**src/rtl/uart_pkg.sv**
```systemverilog
// Shared definitions for the UART host-access blocks.
// Holds the bridge state encoding, the memory-type and read/write flag
// values carried in decoded packets, and the default write-acknowledge byte.
package uart_pkg;

  typedef enum logic [2:0] {
    IDLE      = 3'd0,
    WRITE     = 3'd1,
    READ      = 3'd2,
    READ_WAIT = 3'd3,
    TX_LOAD   = 3'd4,
    TX_WAIT   = 3'd5
  } bridge_state_t;

  localparam logic MEM_INSTR = 1'b0;
  localparam logic MEM_DATA  = 1'b1;

  localparam logic RW_READ  = 1'b0;
  localparam logic RW_WRITE = 1'b1;

  localparam logic [7:0] DEFAULT_ACK_BYTE = 8'hAC;

endpackage

```
**src/rtl/uart_bits_tx.sv**
```systemverilog
// Bit-level UART transmitter, 8N1, LSB first.
// Ports:
//   clk, reset   - system clock, async active-high reset
//   start        - 1-cycle request; accepted only while not busy
//   data[7:0]    - byte to send, sampled with start
//   tx           - serial line, idle high
//   busy         - high from the start bit until the stop bit ends
//   done         - 1-cycle pulse during the last clock of the stop bit
// Every bit (start, 8 data, stop) lasts exactly CLKS_PER_BIT clocks.
module uart_bits_tx #(
  parameter int CLKS_PER_BIT = 87
) (
  input  logic       clk,
  input  logic       reset,
  input  logic       start,
  input  logic [7:0] data,
  output logic       tx,
  output logic       busy,
  output logic       done
);

  localparam int CW = (CLKS_PER_BIT > 1) ? $clog2(CLKS_PER_BIT) : 1;

  logic [CW-1:0] clk_cnt;
  logic [3:0]    bit_idx;  // 0 = start bit, 1..8 = data bits, 9 = stop bit
  logic [7:0]    shifter;
  logic          active;
  logic          bit_end;

  assign bit_end = active && (clk_cnt == CW'(CLKS_PER_BIT - 1));
  assign busy    = active;
  assign done    = bit_end && (bit_idx == 4'd9);

  always_ff @(posedge clk or posedge reset) begin
    if (reset) begin
      tx      <= 1'b1;
      active  <= 1'b0;
      clk_cnt <= '0;
      bit_idx <= '0;
      shifter <= '0;
    end else if (!active) begin
      if (start) begin
        active  <= 1'b1;
        tx      <= 1'b0;
        shifter <= data;
        clk_cnt <= '0;
        bit_idx <= '0;
      end
    end else if (bit_end) begin
      clk_cnt <= '0;
      if (bit_idx == 4'd9) begin
        active <= 1'b0;  // line is already high from the stop bit
      end else begin
        bit_idx <= bit_idx + 4'd1;
        if (bit_idx == 4'd8) begin
          tx <= 1'b1;
        end else begin
          tx      <= shifter[0];
          shifter <= {1'b0, shifter[7:1]};
        end
      end
    end else begin
      clk_cnt <= clk_cnt + CW'(1);
    end
  end

endmodule

```
**src/rtl/uart_mem_bridge.sv**
```systemverilog
// Bridge from decoded UART packets to the CPU's instruction/data memories.
// Writes perform a single-cycle strobe and answer with ACK_BYTE; reads fetch
// one word and answer with its four bytes, MSB first.
// Ports:
//   clk, reset                - system clock, async active-high reset
//   pkt_valid/data/addr/      - decoded packet, fields valid on pkt_valid
//   pkt_mem_type/pkt_rw
//   imem_we, dmem_we, mem_re  - 1-cycle memory strobes
//   mem_addr, mem_wdata       - memory address / write data (held)
//   imem_rdata, dmem_rdata    - read data, valid 1 cycle after mem_re
//   tx                        - UART TX line, idle high
//   busy                      - high whenever the bridge is not idle
//   overrun                   - sticky, a packet arrived while busy
// Handshake: pkt_valid is a single-cycle strobe with no ready; the bridge
// takes it only in IDLE and otherwise drops the packet and flags overrun.
module uart_mem_bridge
  import uart_pkg::*;
#(
  parameter int         CLKS_PER_BIT = 87,
  parameter logic [7:0] ACK_BYTE     = DEFAULT_ACK_BYTE,
  parameter int         ADDR_BITS    = 9
) (
  input  logic                 clk,
  input  logic                 reset,
  input  logic                 pkt_valid,
  input  logic [31:0]          pkt_data,
  input  logic [ADDR_BITS-1:0] pkt_addr,
  input  logic                 pkt_mem_type,
  input  logic                 pkt_rw,
  output logic                 imem_we,
  output logic                 dmem_we,
  output logic                 mem_re,
  output logic [ADDR_BITS-1:0] mem_addr,
  output logic [31:0]          mem_wdata,
  input  logic [31:0]          imem_rdata,
  input  logic [31:0]          dmem_rdata,
  output logic                 tx,
  output logic                 busy,
  output logic                 overrun
);

  bridge_state_t state;
  logic          mem_type_q;
  logic [31:0]   shreg;     // outgoing bytes, current byte in [31:24]
  logic [2:0]    byte_cnt;  // bytes still to send
  logic          tx_start;
  logic          tx_busy;
  logic          tx_done;

  assign tx_start = (state == TX_LOAD);
  assign busy     = (state != IDLE);

  uart_bits_tx #(
    .CLKS_PER_BIT(CLKS_PER_BIT)
  ) u_tx (
    .clk   (clk),
    .reset (reset),
    .start (tx_start),
    .data  (shreg[31:24]),
    .tx    (tx),
    .busy  (tx_busy),
    .done  (tx_done)
  );

  // Strobes are set on entry to WRITE/READ so they are high exactly for the
  // one cycle the FSM spends in that state.
  always_ff @(posedge clk or posedge reset) begin
    if (reset) begin
      state      <= IDLE;
      imem_we    <= 1'b0;
      dmem_we    <= 1'b0;
      mem_re     <= 1'b0;
      mem_addr   <= '0;
      mem_wdata  <= '0;
      overrun    <= 1'b0;
      mem_type_q <= MEM_INSTR;
      shreg      <= '0;
      byte_cnt   <= '0;
    end else begin
      if (pkt_valid && (state != IDLE)) overrun <= 1'b1;

      case (state)
        IDLE: begin
          if (pkt_valid) begin
            mem_addr   <= pkt_addr;
            mem_wdata  <= pkt_data;
            mem_type_q <= pkt_mem_type;
            if (pkt_rw == RW_WRITE) begin
              imem_we <= (pkt_mem_type == MEM_INSTR);
              dmem_we <= (pkt_mem_type == MEM_DATA);
              state   <= WRITE;
            end else begin
              mem_re <= 1'b1;
              state  <= READ;
            end
          end
        end
        WRITE: begin
          imem_we  <= 1'b0;
          dmem_we  <= 1'b0;
          shreg    <= {ACK_BYTE, 24'h0};
          byte_cnt <= 3'd1;
          state    <= TX_LOAD;
        end
        READ: begin
          mem_re <= 1'b0;
          state  <= READ_WAIT;
        end
        READ_WAIT: begin
          shreg    <= (mem_type_q == MEM_DATA) ? dmem_rdata : imem_rdata;
          byte_cnt <= 3'd4;
          state    <= TX_LOAD;
        end
        TX_LOAD: begin
          // The transmitter has always finished its frame by now; the check
          // only guards against a start being ignored.
          if (!tx_busy) state <= TX_WAIT;
        end
        TX_WAIT: begin
          if (tx_done) begin
            shreg    <= {shreg[23:0], 8'h00};
            byte_cnt <= byte_cnt - 3'd1;
            state    <= (byte_cnt == 3'd1) ? IDLE : TX_LOAD;
          end
        end
        default: state <= IDLE;
      endcase
    end
  end

endmodule

```
**config.mk**
```make
export PLATFORM = sky130hd
export DESIGN_NAME = uart_mem_bridge
export DESIGN_NICKNAME = d
export VERILOG_FILES = /design/src/rtl/uart_pkg.sv /design/src/rtl/uart_bits_tx.sv /design/src/rtl/uart_mem_bridge.sv
export SDC_FILE = /design/constraint.sdc
export NUM_CORES = 1
export LEC_CHECK = 0
export ABC_CLOCK_PERIOD_IN_PS = 2750
export CAP_MARGIN = 20
export CORE_MARGIN = 8
export CORE_UTILIZATION = 43
export CTS_CLUSTER_DIAMETER = 80
export DETAILED_ROUTE_END_ITERATION = 16
export HOLD_SLACK_MARGIN = 0.02
export PLACE_DENSITY_LB_ADDON = 0.2
export SLEW_MARGIN = 10
export SYNTH_ARGS = -nofsm -noshare
export SYNTH_HDL_FRONTEND = slang
export SYNTH_HIERARCHICAL = 1
export SYNTH_SLANG_ARGS = --single-unit
```
**constraint.sdc**
```tcl
create_clock -name clk -period 2.75 [get_ports clk]
set_input_delay 0.55 -clock clk [delete_from_list [all_inputs] [get_ports clk]]
set_output_delay 0.55 -clock clk [all_outputs]
set_load 0.005 [all_outputs]
```
==> flow_metrics.py, run 1 <==
metrics = {
    "timing": {
        "setup_viol": 0,
        "tightest_slew_ns": 0.8835,
        "fin_skew_ns": 0.008907,
        "timing.final.ws_setup_ns": 0.3005,
        "fmax_mhz": 408.2,
        "post-route-period-util": 0.8907,
        "drv_slew": 0,
        "min_period_ns": 2.450,
        "hold_violations": 0,
        "rsz0062_at_grt": "false",
        "maxSlewHeadroom": 0.4110,
        "fin_tns_setup_ns": 0,
    },
    "layout": {
        "area_growth_pct": 38.71,
        "fill_cells": 900,
        "finish.net_count": 672,
        "drive_above_1_share": 0.1875,
        "num_antenna_cells": 0,
    },
    "synth": {
        "synthFlopType": "dfrtp_1",
        "synth_commonest_cells": "104 x dfrtp_1, 68 x mux2_2, 29 x mux2i_1, 29 x o2bb2ai_1, 16 x nand2_1",
        "synth_cell_types": 48,
        "yosys.area.top_type_share": 0.5112,
        "synth_nets": 521,
        "synth_top_area_cell": "dfrtp_1",
        "syn_avg_cell_area_sq_um": 12.60,
        "syn_inst": 404,
        "syn_area_sq_mm": 0.005091,
        "yosysSeqAreaShare": 0.5163,
        "synth_edf_count": 0,
        "async_flop_share": 1.000,
        "synth_most_common_cell": "dfrtp_1",
        "synth-seq-cells": 105,
        "yosys-top-cells-area": "dfrtp_1 51%, mux2_2 15%, mux2i_1 5.7%",
        "yosysWarnings": 6,
    },
    "min_path": {
        "hp-class": "register to register",
        "holdPathStages": 1,
        "hold_start": "overrun",
    },
    "placed_design": {
        "pre_cts_ws_ns": 0.3390,
        "place.gp.congestion": 0.7888,
        "portBuffers": 156,
        "dp_hpwl_um": 9610,
    },
    "route": {
        "drt_iter0_markers": 176,
        "viasPerCell": 5.321,
        "maxUsedRoutingLayer": "met4",
        "wl_met3_um": 1203,
        "vias": 3741,
        "dr.pass1.iters": 4,
        "wire_per_inst_um": 18.06,
        "drt.antenna.violating_nets": 0,
        "wl_met2_um": 5935,
        "drc": 0,
        "wl_met1_um": 5382,
        "totalWireLength_um": 12690,
    },
    "worst_setup_path": {
        "r2r_start": "u_tx/clk_cnt[0]",
        "crit_path_end_kind": "output port",
        "required_ns": 2.20,
        "critPathLaunch": "state[2]",
        "r2r_cells": 9,
        "worst-setup-path-type": "register to output port",
        "cp-start-kind": "register",
        "crit_path_max_fanout": 15,
        "arrival_ns": 1.90,
        "r2r_slack_ns": 0.31,
    },
    "clocking": {
        "cts_tree": "built",
        "ctsResizeCount": 0,
        "cts_setup_buffers": 0,
        "holdBufCountCts": 0,
        "htreeDepth": 3,
        "path_clk_slew_ns": 0.07,
        "numCtsBuffers": 9,
        "clock-sinks": 105,
        "cts_buffer_depth": 2,
        "ctsRootBufferMaster": "clkbuf_16",
        "clkLatencyLatePin_ns": 0.34,
    },
    "grt": {
        "grt_pass1_wl_um": 20720,
        "grt_usage": 0.1609,
        "grt_pass1_vias": 4053,
        "grt_start_max_net_pins": 41,
        "antenna_found_initial": 0,
        "overflow": 0,
    },
    "power": {
        "leakagePower_nw": 2.971,
        "power.density_mw_per_mm2": 445.8,
        "max-vdd-ir-drop_mv": 0.2767,
    },
    "floorplanning": {
        "die-area_sq_mm": 0.01558,
        "die_x_um": 124.8,
        "boundaryPins": 157,
        "rows": 39,
        "die_h_um": 124.8,
        "core-area_sq_mm": 0.01147,
        "start_util": 0.4440,
    },
    "status": {
        "outcome": "finished, final reports clean",
    },
    "run": {
        "maxCapViolations": 0,
    },
}
power by group:
part	switching [W]	internal [W]	leakage (nW)
registers	0.0000265	0.00157	1.33
logic	0.0000956	0.000236	1.52
clock network	0.000595	0.000621	0.130
total	0.000717	0.00243	2.97
flip-flops by register name, indices dropped and copies added (netlist names), 3 cells and up:
| register | cells |
|---|---|
| mem_wdata | 32 |
| u_tx/clk_cnt | 7 |
| shreg | 32 |
| byte_cnt | 3 |
| state | 3 |
| mem_addr | 9 |
| u_tx/shifter | 8 |
| u_tx/bit_idx | 4 |
routing by layer:
layer / track usage / vias to the layer above
met5: 0 / -
met4: 0.04692 / 0
met3: 0.07532 / 13
met2: 0.2566 / 110
met1: 0.1896 / 1828
li1: - / 1790
path summary, 6_finish.rpt:
kind	to
min in group asynchronous	state[0]
worst min-delay path	overrun
worst max-delay path	busy
worst min register to register	overrun
max in group asynchronous	u_tx/bit_idx[2]
worst max register to register	shreg[10]
worst max-delay path, stage by stage, from the launching register on:
cell	delay (ns)
dfrtp_1	0.56
or3_4	0.52
clkdlybuf4s50_1	0.47
cells in the final DEF, fill, tap and decap left out, types with 7 or more instances in the layout:
master / instances
a21oi_1: 7
o2bb2ai_1: 29
nor2_1: 7
inv_1: 12
clkdlybuf4s50_1: 156
o21ai_0: 15
ha_1: 7
nand2b_1: 10
mux2i_1: 29
nand2_1: 16
buf_4: 8
o22ai_1: 8
a2bb2oi_1: 12
mux2_2: 68
dfrtp_1: 103
clkbuf_16: 9
through the flow:
stage | total power, W | instances | area [sq um] | hold slack [ns] | utilization
floorplan | 0.001717 | 404 | 5091 | 0.4510 | -
global placement | 0.001962 | 687 | 6784 | 0.4406 | 0.5916
detailed placement | 0.001969 | 687 | 6784 | 0.4623 | 0.5916
CTS | 0.003187 | 703 | 7062 | 0.4842 | 0.6158
global route | 0.003266 | 703 | 7062 | 0.5043 | 0.6158
finish | 0.003148 | 703 | 7062 | 0.4745 | 0.6158
logic make-up after synthesis:
family / synth area share
compound gates: 0.1403
xor+xnor: 0.008603
fa+ha+maj: 0.01720
buf+inv: 0.04301
flops: 0.5163
mux: 0.2096
simple gates: 0.06489
layout make-up:
cell class	count	area (sq um)	share of cell area
Inverter	13	50.05	0.007087
Timing Repair Buffer	167	1682	0.2381
Sequential cell	105	2630	0.3724
Multi-Input combinational cell	259	2243	0.3177
Clock buffer	9	225.2	0.03189
Clock inverter	7	52.55	0.007442
Tap cell	143	178.9	0.02534
Power figures use the tool's default switching activity.
==> inputs of run 2 (changes only) <==
--- a/config.mk
+++ b/config.mk
@@ -9,10 +9,11 @@
 export CAP_MARGIN = 20
 export CORE_MARGIN = 8
 export CORE_UTILIZATION = 43
+export CTS_BUF_LIST = sky130_fd_sc_hd__clkbuf_16
 export CTS_CLUSTER_DIAMETER = 80
 export DETAILED_ROUTE_END_ITERATION = 16
 export HOLD_SLACK_MARGIN = 0.02
-export PLACE_DENSITY_LB_ADDON = 0.2
+export PLACE_DENSITY_LB_ADDON = 0.05
 export SLEW_MARGIN = 10
 export SYNTH_ARGS = -nofsm -noshare
 export SYNTH_HDL_FRONTEND = slang
==> run 2 against run 1 <==
  * Global-route usage barely moved
  * Critical endpoint is now shreg[22]
  * Routed wire length fell by 0.58%
  * Register-to-register slack got worse by 0.04 ns
  * Sequential share of layout area barely moved
  * Final area fell by 0.18%
  * Critical path depth rose by 7
  * Largest cell class unchanged
==> flow_metrics.py, run 2 (synthesized netlist as in run 1, its figures left out) <==
metrics = {
    "power": {
        "power.density_mw_per_mm2": 447.7,
        "max-vdd-ir-drop_mv": 0.4163,
        "leakagePower_nw": 2.975,
    },
    "clocking": {
        "clkLatencyLatePin_ns": 0.34,
        "holdBufCountCts": 0,
        "clock-sinks": 105,
        "cts_buffer_depth": 2,
        "numCtsBuffers": 9,
        "path_clk_slew_ns": 0.08,
        "cts_setup_buffers": 0,
        "cts_tree": "built",
        "ctsResizeCount": 0,
        "ctsRootBufferMaster": "clkbuf_16",
        "htreeDepth": 3,
    },
    "worst_setup_path": {
        "crit_path_max_fanout": 14,
        "r2r_start": "u_tx/clk_cnt[0]",
        "crit_path_end_kind": "register",
        "r2r_slack_ns": 0.27,
        "critPathLaunch": "u_tx/clk_cnt[0]",
        "required_ns": 2.97,
        "critPathCapture": "shreg[22]",
        "cp-start-kind": "register",
        "r2r_cells": 9,
        "r2r_end": "shreg[22]",
        "arrival_ns": 2.71,
        "worst-setup-path-type": "register to register",
    },
    "layout": {
        "num_antenna_cells": 0,
        "area_growth_pct": 38.46,
        "fill_cells": 932,
        "drive_above_1_share": 0.1821,
        "utilization": 0.6147,
        "final_common_cell": "clkdlybuf4s50_1",
        "reg_top3": "mem_wdata x32, shreg x32, mem_addr x9",
        "mostFrequentLayoutCells": "156 x clkdlybuf4s50_1, 104 x dfrtp_1, 68 x mux2_2",
        "finish.net_count": 672,
    },
    "floorplanning": {
        "die_x_um": 124.8,
        "start_util": 0.4440,
        "core-area_sq_mm": 0.01147,
        "die-area_sq_mm": 0.01558,
        "boundaryPins": 157,
        "die_h_um": 124.8,
        "rows": 39,
    },
    "grt": {
        "grt_usage": 0.1614,
        "antenna_found_initial": 0,
        "overflow": 0,
        "grt_start_max_net_pins": 36,
        "grt_pass1_wl_um": 20690,
        "grt_pass1_vias": 4043,
    },
    "run": {
        "maxCapViolations": 0,
    },
    "route": {
        "drc": 0,
        "dr.pass1.iters": 4,
        "vias": 3678,
        "viasPerCell": 5.232,
        "totalWireLength_um": 12620,
        "drt_iter0_markers": 155,
        "wire_per_inst_um": 17.95,
        "drt.antenna.violating_nets": 0,
    },
    "timing": {
        "rsz0062_at_grt": "false",
        "fin_skew_ns": 0.009387,
        "hold_violations": 0,
        "setup_viol": 0,
        "drv_slew": 0,
        "timing.final.ws_setup_ns": 0.2670,
        "fmax_mhz": 402.7,
        "maxSlewHeadroom": 0.4778,
        "tightest_slew_ns": 0.7824,
        "min_period_ns": 2.483,
        "post-route-period-util": 0.9029,
        "fin_tns_setup_ns": 0,
    },
    "min_path": {
        "hp-class": "register to register",
        "hold_start": "overrun",
        "holdPathStages": 1,
    },
    "placed_design": {
        "dp_hpwl_um": 9356,
        "place.gp.congestion": 0.7531,
        "pre_cts_ws_ns": 0.3056,
        "portBuffers": 156,
    },
    "status": {
        "outcome": "finished, final reports clean",
    },
}
run 2: final cells by class:
class                   instances  area [sq um]  share of cell area
clock inverters                 7         53.80            0.007632
multi-input cells             259          2243              0.3182
inverters                      13         50.05            0.007100
flip-flops and latches        105          2629              0.3729
clock buffers                   9         225.2             0.03195
well taps                     143         178.9             0.02538
repair buffers                167          1669              0.2368
run 2: through the flow:
step	hold slack (ns)	total power, W	instances	area (sq um)
3_5_place_dp	0.4493	0.001968	687	6770
5_1_grt	0.4924	0.003286	703	7049
4_1_cts	0.4723	0.003211	703	7049
6_report	0.4675	0.003156	703	7049
2_1_floorplan	0.4510	0.001717	404	5091
3_3_place_gp	0.4459	0.001962	687	6770
run 2: worst min path at each step:
stage / to / slack, ns
global route: overrun / 0.49
CTS: overrun / 0.47
global placement: overrun / 0.45
detailed placement: overrun / 0.45
finish: overrun / 0.47
floorplan: overrun / 0.45
run 2: per-layer routing:
layer | vias up | share of wire | global-route usage
met3 | 5 | 0.094 | 0.08511
met5 | - | 0 | 0
li1 | 1802 | - | -
met4 | 0 | 0.0059 | 0.03992
met1 | 1768 | 0.43 | 0.1853
met2 | 103 | 0.47 | 0.2591
run 2: critical path: stages, from the launching register on:
cell	delay, ns
dfrtp_1	0.42
inv_1	0.07
ha_1	0.15
and4b_1	0.21
nand2_1	0.23
nor2_1	0.31
nand2b_1	0.20
a21oi_4	0.19
buf_4	0.23
mux2_2	0.35
run 2: power breakdown:
| part | leakage (nW) | total (W) | switching, W | internal (W) |
|---|---|---|---|---|
| sequential | 1.33 | 0.00159 | 0.0000157 | 0.00157 |
| clock | 0.135 | 0.00122 | 0.000600 | 0.000625 |
| combinational | 1.51 | 0.000342 | 0.000106 | 0.000236 |
==> inputs of run 3 (changes only) <==
--- a/config.mk
+++ b/config.mk
@@ -5,10 +5,10 @@
 export SDC_FILE = /design/constraint.sdc
 export NUM_CORES = 1
 export LEC_CHECK = 0
-export ABC_CLOCK_PERIOD_IN_PS = 2750
+export ABC_CLOCK_PERIOD_IN_PS = 2800
 export CAP_MARGIN = 20
 export CORE_MARGIN = 8
-export CORE_UTILIZATION = 43
+export CORE_UTILIZATION = 47
 export CTS_BUF_LIST = sky130_fd_sc_hd__clkbuf_16
 export CTS_CLUSTER_DIAMETER = 80
 export DETAILED_ROUTE_END_ITERATION = 16
==> constraint.sdc (replaced) <==
create_clock -name clk -period 2.8 [get_ports clk]
set_input_delay 0.56 -clock clk [delete_from_list [all_inputs] [get_ports clk]]
set_output_delay 0.56 -clock clk [all_outputs]
set_load 0.005 [all_outputs]
==> run 3 against run 2 <==
  * Core utilization rose by 4.4 points
  * Sequential share of layout area hardly changed
  * Combinational power decreased by 2%
  * Worst hold slack lost 0.0054 ns
  * Critical path depth is 7 lower
  * Total power fell by 1.8%
  * Die area down 7.4%
  * Clock power hardly changed
  * Sequential cell count stayed put
  * Routed wire length is 0.50% lower
==> flow_metrics.py, run 3 (synthesized netlist as in run 1, its figures left out) <==
metrics = {
    "layout": {
        "finish.net_count": 670,
        "final_common_cell": "clkdlybuf4s50_1",
        "reg_top3": "mem_wdata x32, shreg x32, mem_addr x9",
        "drive_above_1_share": 0.1741,
        "fill_cells": 847,
        "mostFrequentLayoutCells": "156 x clkdlybuf4s50_1, 104 x dfrtp_1, 68 x mux2_2",
        "postLayoutCellArea_sq_mm": 0.007042,
        "area_growth_pct": 38.31,
        "num_antenna_cells": 0,
    },
    "timing": {
        "maxSlewHeadroom": 0.4761,
        "rsz0062_at_grt": "false",
        "min_period_ns": 2.458,
        "fin_skew_ns": 0.005482,
        "fmax_mhz": 406.9,
        "fin_tns_setup_ns": 0,
        "setup_viol": 0,
        "drv_slew": 0,
        "hold_violations": 0,
        "post-route-period-util": 0.8778,
        "tightest_slew_ns": 0.7849,
    },
    "worst_setup_path": {
        "worst-setup-path-type": "register to output port",
        "crit_buf_inv": 1,
        "slowest_delay_ns": 0.55,
        "cpMaxStageDelayCell": "dfrtp_1",
        "cp-start-kind": "register",
        "arrival_ns": 1.90,
        "crit_chain": "or3_4, clkdlybuf4s50_1",
        "crit_family": "flip-flops",
        "crit_path_max_fanout": 15,
        "crit_path_end_kind": "output port",
        "required_ns": 2.24,
    },
    "floorplanning": {
        "die_h_um": 120.1,
        "core-area_sq_mm": 0.01070,
        "die-area_sq_mm": 0.01442,
        "start_util": 0.4759,
        "die_x_um": 120.1,
        "boundaryPins": 157,
        "rows": 38,
    },
    "clocking": {
        "cts_tree": "built",
        "cts_buffer_depth": 2,
        "cts_setup_buffers": 0,
        "clkLatencyLatePin_ns": 0.35,
        "numCtsBuffers": 9,
        "htreeDepth": 3,
        "ctsResizeCount": 0,
        "clock-sinks": 105,
        "ctsRootBufferMaster": "clkbuf_16",
        "path_clk_slew_ns": 0.06,
        "holdBufCountCts": 0,
    },
    "grt": {
        "antenna_found_initial": 0,
        "overflow": 0,
        "grt_pass1_wl_um": 20770,
        "grt_pass1_vias": 4138,
        "grt_start_max_net_pins": 33,
        "grt_usage": 0.1807,
    },
    "route": {
        "drt_iter0_markers": 157,
        "vias": 3774,
        "wire_per_inst_um": 18.02,
        "totalWireLength_um": 12560,
        "drc": 0,
        "viasPerCell": 5.415,
        "drt.antenna.violating_nets": 0,
        "dr.pass1.iters": 4,
    },
    "status": {
        "outcome": "finished, final reports clean",
    },
    "placed_design": {
        "portBuffers": 156,
        "dp_hpwl_um": 9291,
        "place.gp.congestion": 0.7741,
        "place_area_sq_mm": 0.006764,
    },
    "run": {
        "maxCapViolations": 0,
    },
    "power": {
        "power.density_mw_per_mm2": 440.4,
        "leakagePower_nw": 2.972,
        "max-vdd-ir-drop_mv": 0.3294,
    },
    "min_path": {
        "hp-class": "register to register",
    },
}
[run 3: power breakdown]
part / leakage (nW) / switching [W] / internal (W)
combinational: 1.51 / 0.000103 / 0.000232
sequential: 1.33 / 0.0000156 / 0.00155
clock: 0.139 / 0.000528 / 0.000676
total: 2.97 / 0.000646 / 0.00245
[run 3: metrics by stage]
step	worst slack [ns]	total power [W]	hold slack [ns]	utilization	instances
2_1_floorplan	0.07486	0.001686	0.4510	-	404
3_3_place_gp	0.4697	0.001925	0.4405	0.6323	682
3_5_place_dp	0.3434	0.001932	0.4463	0.6323	682
4_1_cts	0.3087	0.003146	0.4670	0.6582	697
5_1_grt	0.2095	0.003227	0.4836	0.6582	697
6_report	0.3421	0.003101	0.4621	0.6582	697
[run 3: worst paths after layout]
kind                                 startpoint             to  slack [ns]  depth (start not counted)
max in group asynchronous                 reset  mem_wdata[30]        1.44                          3
min in group asynchronous                 reset       state[0]        0.64                          2
worst max-delay path                   state[2]           busy        0.34                          2
worst min-delay path                    overrun        overrun        0.46                          1
worst min register to register          overrun        overrun        0.46                          1
worst max register to register  u_tx/clk_cnt[0]      shreg[17]        0.35                          9
[run 3: cell type report]
type                       instances  area (sq um)  share of cell area
clock inverter                     6         52.55            0.007463
tap                              140         175.2             0.02488
multi-input combinational        259          2243              0.3186
inverter                          13         50.05            0.007107
clock buffer                       9         225.2             0.03198
sequential                       105          2629              0.3733
timing repair buffer             165          1667              0.2367
[run 3: metal layers]
metal	vias to the layer above	track usage	wire (um)
met1	1842	0.2070	5230
met5	-	0	0
li1	1794	-	-
met3	17	0.07938	1123
met2	121	0.2896	5971
met4	0	0.07650	232
